<file path="src/rtl/fp_to_twoscomp_if.sv">
// Handshake bundle for the float-to-two's-complement decoder.
// master: the producer/consumer side (bench or surrounding datapath).
// slave: the decoder itself.
interface fp_to_twoscomp_if #(
    parameter int EXP_W = 3,
    parameter int SIG_W = 4,
    parameter int OUT_W = 13
);
    logic             in_valid;
    logic             in_ready;
    logic             s_in;
    logic [EXP_W-1:0] e_in;
    logic [SIG_W-1:0] f_in;
    logic             out_valid;
    logic             out_ready;
    logic [OUT_W-1:0] dout;
    logic             ovf;

    modport master (
        output in_valid, s_in, e_in, f_in, out_ready,
        input  in_ready, out_valid, dout, ovf
    );

    modport slave (
        input  in_valid, s_in, e_in, f_in, out_ready,
        output in_ready, out_valid, dout, ovf
    );
endinterface

</file>
<file path="src/rtl/fp_to_twoscomp.sv">
// Decodes a compact float word {S, E, F} (value = (-1)^S * F * 2^E) into an
// OUT_W-bit two's-complement result. The magnitude is shifted left one bit
// per cycle, then negated when the sign is set.
// Optional feature macro: FP2TC_SAT_EN -- when defined, out-of-range results
// clamp to the most positive / most negative code and raise ovf; otherwise
// the result wraps to the low OUT_W bits and ovf stays 0.
module fp_to_twoscomp #(
    parameter int EXP_W = 3,
    parameter int SIG_W = 4,
    parameter int OUT_W = 13
) (
    input  logic               clk,
    input  logic               rst,
    fp_to_twoscomp_if.slave    bus
);

    typedef enum logic [1:0] {IDLE, SHIFT, NEGATE, DONE} state_t;

    localparam logic [OUT_W-1:0] ONE = OUT_W'(1);

    state_t           state;
    state_t           state_nxt;
    logic [OUT_W-1:0] mag;
    logic [EXP_W-1:0] cnt;
    logic             sgn;
    logic [OUT_W-1:0] dout_r;
    logic             accept;

    // Wrapping conversion: two's-complement negate, with -0 folded to 0.
    function automatic logic [OUT_W-1:0] wrap_fn(input logic s,
                                                 input logic [OUT_W-1:0] m);
        if (s && (m != '0))
            return (~m) + ONE;
        return m;
    endfunction

`ifdef FP2TC_SAT_EN
    localparam logic [OUT_W-1:0] POS_MAX = {1'b0, {(OUT_W-1){1'b1}}};
    localparam logic [OUT_W-1:0] NEG_MIN = {1'b1, {(OUT_W-1){1'b0}}};

    logic ovf_acc;
    logic ovf_r;

    // Saturating conversion: returns {ovf, dout}. A negative magnitude of
    // exactly 2^(OUT_W-1) is still representable, so it does not clamp.
    function automatic logic [OUT_W:0] sat_fn(input logic s,
                                              input logic [OUT_W-1:0] m,
                                              input logic acc);
        if (s) begin
            if (acc || (m > NEG_MIN))
                return {1'b1, NEG_MIN};
        end else begin
            if (acc || (m > POS_MAX))
                return {1'b1, POS_MAX};
        end
        return {1'b0, wrap_fn(s, m)};
    endfunction

    assign bus.ovf = ovf_r;
`else
    assign bus.ovf = 1'b0;
`endif

    assign accept   = bus.in_valid && bus.in_ready;
    assign bus.dout = dout_r;

    // State register.
    always_ff @(posedge clk or posedge rst) begin
        if (rst)
            state <= IDLE;
        else
            state <= state_nxt;
    end

    // Next-state decode.
    always_comb begin
        state_nxt = state;
        case (state)
            IDLE:    if (accept) state_nxt = SHIFT;
            SHIFT:   if (cnt == '0) state_nxt = NEGATE;
            NEGATE:  state_nxt = DONE;
            DONE:    if (bus.out_ready) state_nxt = IDLE;
            default: state_nxt = IDLE;
        endcase
    end

    // Handshake outputs; in_ready drops immediately while reset is held.
    always_comb begin
        bus.in_ready  = 1'b0;
        bus.out_valid = 1'b0;
        if ((state == IDLE) && !rst)
            bus.in_ready = 1'b1;
        if (state == DONE)
            bus.out_valid = 1'b1;
    end

    // Datapath: capture on accept, shift one bit per cycle, then resolve sign.
    always_ff @(posedge clk or posedge rst) begin
        if (rst) begin
            mag     <= '0;
            cnt     <= '0;
            sgn     <= 1'b0;
            dout_r  <= '0;
`ifdef FP2TC_SAT_EN
            ovf_acc <= 1'b0;
            ovf_r   <= 1'b0;
`endif
        end else begin
            case (state)
                IDLE: begin
                    if (accept) begin
                        mag     <= OUT_W'(bus.f_in);
                        cnt     <= bus.e_in;
                        sgn     <= bus.s_in;
`ifdef FP2TC_SAT_EN
                        ovf_acc <= 1'b0;
                        ovf_r   <= 1'b0;
`endif
                    end
                end
                SHIFT: begin
                    if (cnt != '0) begin
                        mag <= mag << 1;
                        cnt <= cnt - EXP_W'(1);
`ifdef FP2TC_SAT_EN
                        // Bit leaving the register, or a bit landing in the sign position.
                        if (mag[OUT_W-1] || mag[OUT_W-2])
                            ovf_acc <= 1'b1;
`endif
                    end
                end
                NEGATE: begin
`ifdef FP2TC_SAT_EN
                    {ovf_r, dout_r} <= sat_fn(sgn, mag, ovf_acc);
`else
                    dout_r <= wrap_fn(sgn, mag);
`endif
                end
                default: ;
            endcase
        end
    end

endmodule

</file>
<file path="src/flat_wrapper.sv">
// flat-port wrapper written by rule: the top's interface ports become plain ports
module fp_to_twoscomp_flat 
#(
    parameter int EXP_W = 3,
    parameter int SIG_W = 4,
    parameter int OUT_W = 13
)
  (clk, rst, bus_in_valid, bus_s_in, bus_e_in, bus_f_in, bus_out_ready, bus_in_ready, bus_out_valid, bus_dout, bus_ovf);
  fp_to_twoscomp_if #(.EXP_W(EXP_W), .SIG_W(SIG_W), .OUT_W(OUT_W)) bus_i ();
  input  logic clk;
  input  logic rst;
  input wire logic [$bits(bus_i.in_valid)-1:0] bus_in_valid;
  input wire logic [$bits(bus_i.s_in)-1:0] bus_s_in;
  input wire logic [$bits(bus_i.e_in)-1:0] bus_e_in;
  input wire logic [$bits(bus_i.f_in)-1:0] bus_f_in;
  input wire logic [$bits(bus_i.out_ready)-1:0] bus_out_ready;
  output wire logic [$bits(bus_i.in_ready)-1:0] bus_in_ready;
  output wire logic [$bits(bus_i.out_valid)-1:0] bus_out_valid;
  output wire logic [$bits(bus_i.dout)-1:0] bus_dout;
  output wire logic [$bits(bus_i.ovf)-1:0] bus_ovf;
  assign bus_i.in_valid = bus_in_valid;
  assign bus_i.s_in = bus_s_in;
  assign bus_i.e_in = bus_e_in;
  assign bus_i.f_in = bus_f_in;
  assign bus_i.out_ready = bus_out_ready;
  assign bus_in_ready = bus_i.in_ready;
  assign bus_out_valid = bus_i.out_valid;
  assign bus_dout = bus_i.dout;
  assign bus_ovf = bus_i.ovf;
  fp_to_twoscomp #(.EXP_W(EXP_W), .SIG_W(SIG_W), .OUT_W(OUT_W)) u_core (.clk(clk), .rst(rst), .bus(bus_i));
endmodule
</file>
<file path="config.mk">
export PLATFORM = sky130hd
export DESIGN_NAME = fp_to_twoscomp_flat
export DESIGN_NICKNAME = d
export VERILOG_FILES = /design/src/rtl/fp_to_twoscomp_if.sv /design/src/rtl/fp_to_twoscomp.sv /design/src/flat_wrapper.sv
export SDC_FILE = /design/constraint.sdc
export NUM_CORES = 1
export LEC_CHECK = 0
export CAP_MARGIN = 5
export CORE_ASPECT_RATIO = 2
export CORE_MARGIN = 2
export CORE_UTILIZATION = 30
export CTS_CLUSTER_SIZE = 20
export DETAILED_ROUTE_END_ITERATION = 12
export GPL_TIMING_DRIVEN = 1
export SKIP_LAST_GASP = 1
export SLEW_MARGIN = 10
export SYNTH_ARGS = -nofsm -noshare
export SYNTH_HDL_FRONTEND = slang
export SYNTH_SLANG_ARGS = --single-unit
</file>
<file path="constraint.sdc">
create_clock -name clk -period 2.6 [get_ports clk]
set_input_delay 0.65 -clock clk [delete_from_list [all_inputs] [get_ports clk]]
set_output_delay 0.65 -clock clk [all_outputs]
set_load 0.02 [all_outputs]
</file>
# == After elaboration in Yosys (flattened, before gate mapping) ==
# Index checks and enable logic that the tools add are counted.
# totals
register_bits,32
latchBits,0
mem_bits_rw,0
romBits,0
in_bits,12
out_inout_bits,16
wordCells,43
n_memories,0
# op_classes
add_sub_neg,2
n_mul,0
div,0
n_lt_le_gt_ge,0
n_eq_ne,7
shift,0
n_mux,16
n_bitwise,1
n_reduce_logical,12
# op_table
cell,count
13-bit 2-to-1 mux,4
13-bit one-hot mux with 2 select lines,1
13-bit by 1-bit adder with 13-bit output (second input constant),1
13-bit inverter,1
13-bit nonzero test,1
2-bit one-hot mux with 4 select lines,1
2-bit 2-to-1 mux,3
3-bit 2-to-1 mux,2
2-bit by 1-bit inequality test with 1-bit output (second input constant),3
3-bit one-hot mux with 2 select lines,1
3-bit AND reduction,2
2-bit == test (second input constant),2
1-bit 2-to-1 mux,4
1-bit logical AND,3
3-bit logical NOT,1
3-bit nonzero test,1
3-bit by 1-bit subtractor with 3-bit output (second input constant),1
2-bit by 1-bit == test with 1-bit output (second input constant),1
2-bit logical NOT,1
2-bit inequality test (second input constant),1
2-bit AND reduction,1
2-bit nonzero test,1
1-bit logical NOT,1

# == Logic depth before layout (Yosys ltp) ==
# logic_depth
ltp_word,6
ltp_mapped,7
ltp_nobuf,6

# == Worst setup path after synthesis ==
# Ideal clock, no wire load.
# synth_path
path_kind,register -> register
from,register u_core.mag[0]
to,"register u_core.dout_r[1], in the netlist u_core.bus.dout[1]"
setup_time_ns,0.137
arrival_time_ns,1.878
t_required_ns,2.463
slack_ns,0.585
stages_incl_launch_ff,8
n_path_buf,1
period_less_slack_ns,2.015
cell_sequence,dfrtp_1 > inv_1 > ha_1 > or3b_2 > o41ai_4 > buf_6 > mux2i_1 > a21oi_1
# synth_between
elab_chain_cells,5
word_cells_on_any_way,8
cone_classes,add/sub: 1; mux: 4; bitwise: 1; reduce/logical: 2
# synth_lines
item,line,rtl
start: declaration,fp_to_twoscomp.sv:23,logic [OUT_W-1:0] mag;
start signal: assignment,fp_to_twoscomp.sv:112,mag <= OUT_W'(bus.f_in);
start signal: assignment,fp_to_twoscomp.sv:123,mag <= mag << 1;
"parallel branches: the longest is 4 deep, another holds 13-bit by 1-bit adder with 13-bit output",-,
13-bit 2-to-1 mux *,fp_to_twoscomp.sv:34,return m;
end signal: assignment,fp_to_twoscomp.sv:136,"dout_r <= wrap_fn(sgn, mag);"
end: declaration,fp_to_twoscomp.sv:26,logic [OUT_W-1:0] dout_r;
# Every way passes the cells marked *. The select of a mux whose other input is x is not followed.
# A chain may end at the register's enable or synchronous reset.

# == Worst setup path after layout ==
# layout_path
from,input rst
to,output bus_in_ready
# layout_between
elab_chain_cells,3
# layout_lines
item,line,rtl
start: declaration,flat_wrapper.sv:11,input logic rst;
1-bit logical NOT (no source line),-,
1-bit logical AND,fp_to_twoscomp.sv:91,if ((state == IDLE) && !rst)
1-bit 2-to-1 mux,fp_to_twoscomp.sv:91,
end: declaration,flat_wrapper.sv:17,output wire logic [$bits(bus_i.in_ready)-1:0] bus_in_ready;
# Every way passes these cells.

==> reports/qor.csv <==
metric,value,unit
number of hold-slack violations in the final timing report,0,
quantity of I/O buffers inserted on ports,26,
fraction of layout instances using a drive strength above 1,8.88,%
final period utilization,96.8,%
number of maximum-capacitance violations,0,
Layout Skew,0.00534,ns
WP data required,1.95,ns
worst hold path type,flip-flop to flip-flop,
most instantiated cells after synthesis,"dfrtp_1 (32), nand2_1 (28), o21ai_0 (23), nor2_1 (14)",
portion of the post-synthesis area used by sequential elements,47.2,%
Diodes inserted,0,
startpoint kind of the worst setup timing path,input pin,
count of pins on the block boundary,28,
vias per cell,4.97,
CP endpoint kind,output port,
final core occ,38.9,%
Final Instance Count excl. Fillers,274,
mean instance size in the synthesized netlist,9.17,um2
final HPWL from detailed placement,2550,um
Layout Nets,233,
setup fix buffers added after clock tree synthesis,0,
Avg WL per Cell,12.6,um
share of the synthesized area in the top cell type,47.2,%
Starting DRT DRC Count,27,
TritonCTS clock tree,done,
Filler cells,572,
number of nets with antenna violations after routing,0,
"top cells by area, synth","dfrtp_1 (47%), o21ai_0 (6.8%), nand2_1 (6.2%)",
Die Footprint,0.00631,mm2
buffer type at the clock tree root,clkbuf_8,
Post-Syn Area,0.00170,mm2
Std-Cell Core Area,0.00542,mm2
maximum number of pins on one net before global-route repair,33,
largest buffer count on any clock path,2,
shortest clock period the worst path allows after layout,2.52,ns
global-route total usage across every layer,12.5,%
wire length of the first global-routing pass,5970,um
Finish-stage setup viols,0,
Post-Syn Nets,204,
number of global-route vias before repair,1335,
clock buffer count from CTS,5,
htree depth,2,
cell count after placement,267,
category of the critical setup timing path,input pin to output port,
initial standard-cell utilization of the core,31.3,%
final routed DRC violation total,0,
number of flops mapped to enable cells by yosys,0,
clock insertion delay at the later pin of the skew report,0.28,ns
critical path arrival,1.87,ns
total number of placement rows,38,
Syn Inst Count,185,
drt first pass iters,4,
"CTS clk-pin slew, worst paths",0.07,ns
highest achievable clock rate,397,MHz
most used flip-flop cell after synthesis,dfrtp_1,
Layout Cell Area excl Fill,0.00211,mm2
Max-slew headroom,65.0,%
most repeated cell in the gate-level netlist after synthesis,dfrtp_1,
overall overflow remaining after global route,0,
number of buffers inserted for hold repair after clock tree synthesis,0,
total of flip-flops plus latches after synthesis,32,
power density of the placed cells,1300,mW/mm2
final sum of negative setup slack,0,ns
RD Place Congestion,0.783,
die extent in y,110,um
outcome,"finished, final reports clean",
unrepaired setup endpoints after global routing,false,
count of instances resized after the clock tree is built,0,
placed inst area,0.00203,mm2
area overhead of the layout relative to synthesis,24.3,%
overall die width,57.2,um
Synth warnings,0,
Total Routed Length,3450,um
transition time of the tightest slew-check pin,0.526,ns
post-synth top area cell,dfrtp_1,
antenna violations before repair,0,
"Distinct cells, synth",32,
async set-reset flop share out of synthesis,100,%
count of vias placed by the detailed router,1362,
clock sinks,32,
Max VDD drop,0.610,mV
"critical path fanouts, max",3,
Leakage Power,0.924,nW
Final Max Tran Viols,0,
path summary, 6_finish.rpt:
check | from | endpoint | slack (ns) | cells after the start
worst max-delay path | rst | bus_in_ready | 0.08 | 3
worst min-delay path | u_core.cnt[0]$_DFFE_PP0P_ | u_core.cnt[0]$_DFFE_PP0P_ | 0.48 | 2
worst max register to register | u_core.mag[0]$_DFFE_PP0P_ | u_core.bus.dout[1]$_DFFE_PP0P_ | 0.43 | 7
worst min register to register | u_core.cnt[0]$_DFFE_PP0P_ | u_core.cnt[0]$_DFFE_PP0P_ | 0.48 | 2
max in group asynchronous | rst | u_core.mag[9]$_DFFE_PP0P_ | 1.50 | 3
min in group asynchronous | rst | u_core.bus.dout[8]$_DFFE_PP0P_ | 0.81 | 3
area by class of cell:
cell class                 count  area [um2]  area share, %
clock inverter                 1        5.00          0.237
inverter                       8        30.0           1.42
timing repair buffer          33         313           14.8
sequential                    32         801           38.0
clock buffer                   6        72.6           3.44
tap                           60        75.1           3.56
multi-input combinational    134         812           38.5
layer usage:
metal  up-vias  part of all wire [%]  track usage (%)
met3        12                   2.4             2.10
met5         -                     0                0
met4         0                   4.5             9.30
met2        25                    56             23.5
met1       632                    37             11.7
li1        693                     -                -
stage by stage:
stage                     total power [mW]  hold slack (ns)  worst slack [ns]
after floorplan                       1.93            0.450             0.585
after global placement                2.39            0.463             0.104
after detailed placement              2.42            0.472            0.0804
after CTS                             2.79            0.487            0.0773
after global routing                  3.00            0.512           0.00866
final                                 2.74            0.480            0.0835
registers in the layout (all words and copies together) (netlist names):
name	cells
u_core.state	2
u_core.bus.dout	13
u_core.mag	13
u_core.sgn	1
u_core.cnt	3
cells in the final DEF (no fill, tap or decap), types with 7 or more instances in the layout:
cell | netlist | final
buf_4 | 1 | 7
inv_1 | 8 | 8
ha_1 | 7 | 7
o21ai_0 | 23 | 23
nand2_1 | 28 | 28
clkdlybuf4s50_1 | 0 | 26
a21oi_1 | 7 | 7
or3_1 | 8 | 8
nor2_1 | 14 | 14
dfrtp_1 | 32 | 32
power by group:
| part | internal [mW] | switching [mW] |
|---|---|---|
| combinational | 0.682 | 0.833 |
| clock | 0.182 | 0.175 |
| sequential | 0.703 | 0.166 |
logic make-up after synthesis:
kind of cell | Yosys count | share of synthesized area [%]
multiplexers | 8 | 4.87
AO/OA/AOI/OAI | 46 | 16.2
XOR/XNOR | 5 | 2.58
AND/OR/NAND/NOR | 67 | 18.8
other | 1 | 0.221
adder cells (fa/ha/maj) | 7 | 5.16
buffers and inverters | 19 | 4.94
flip-flops | 32 | 47.2
worst max-delay path: stages:
cell and delay (ns):
clkdlybuf4s50_1 0.43, nor2b_1 0.16, clkdlybuf4s50_1 0.62
Note: power is estimated with default switching activity, not from simulation.
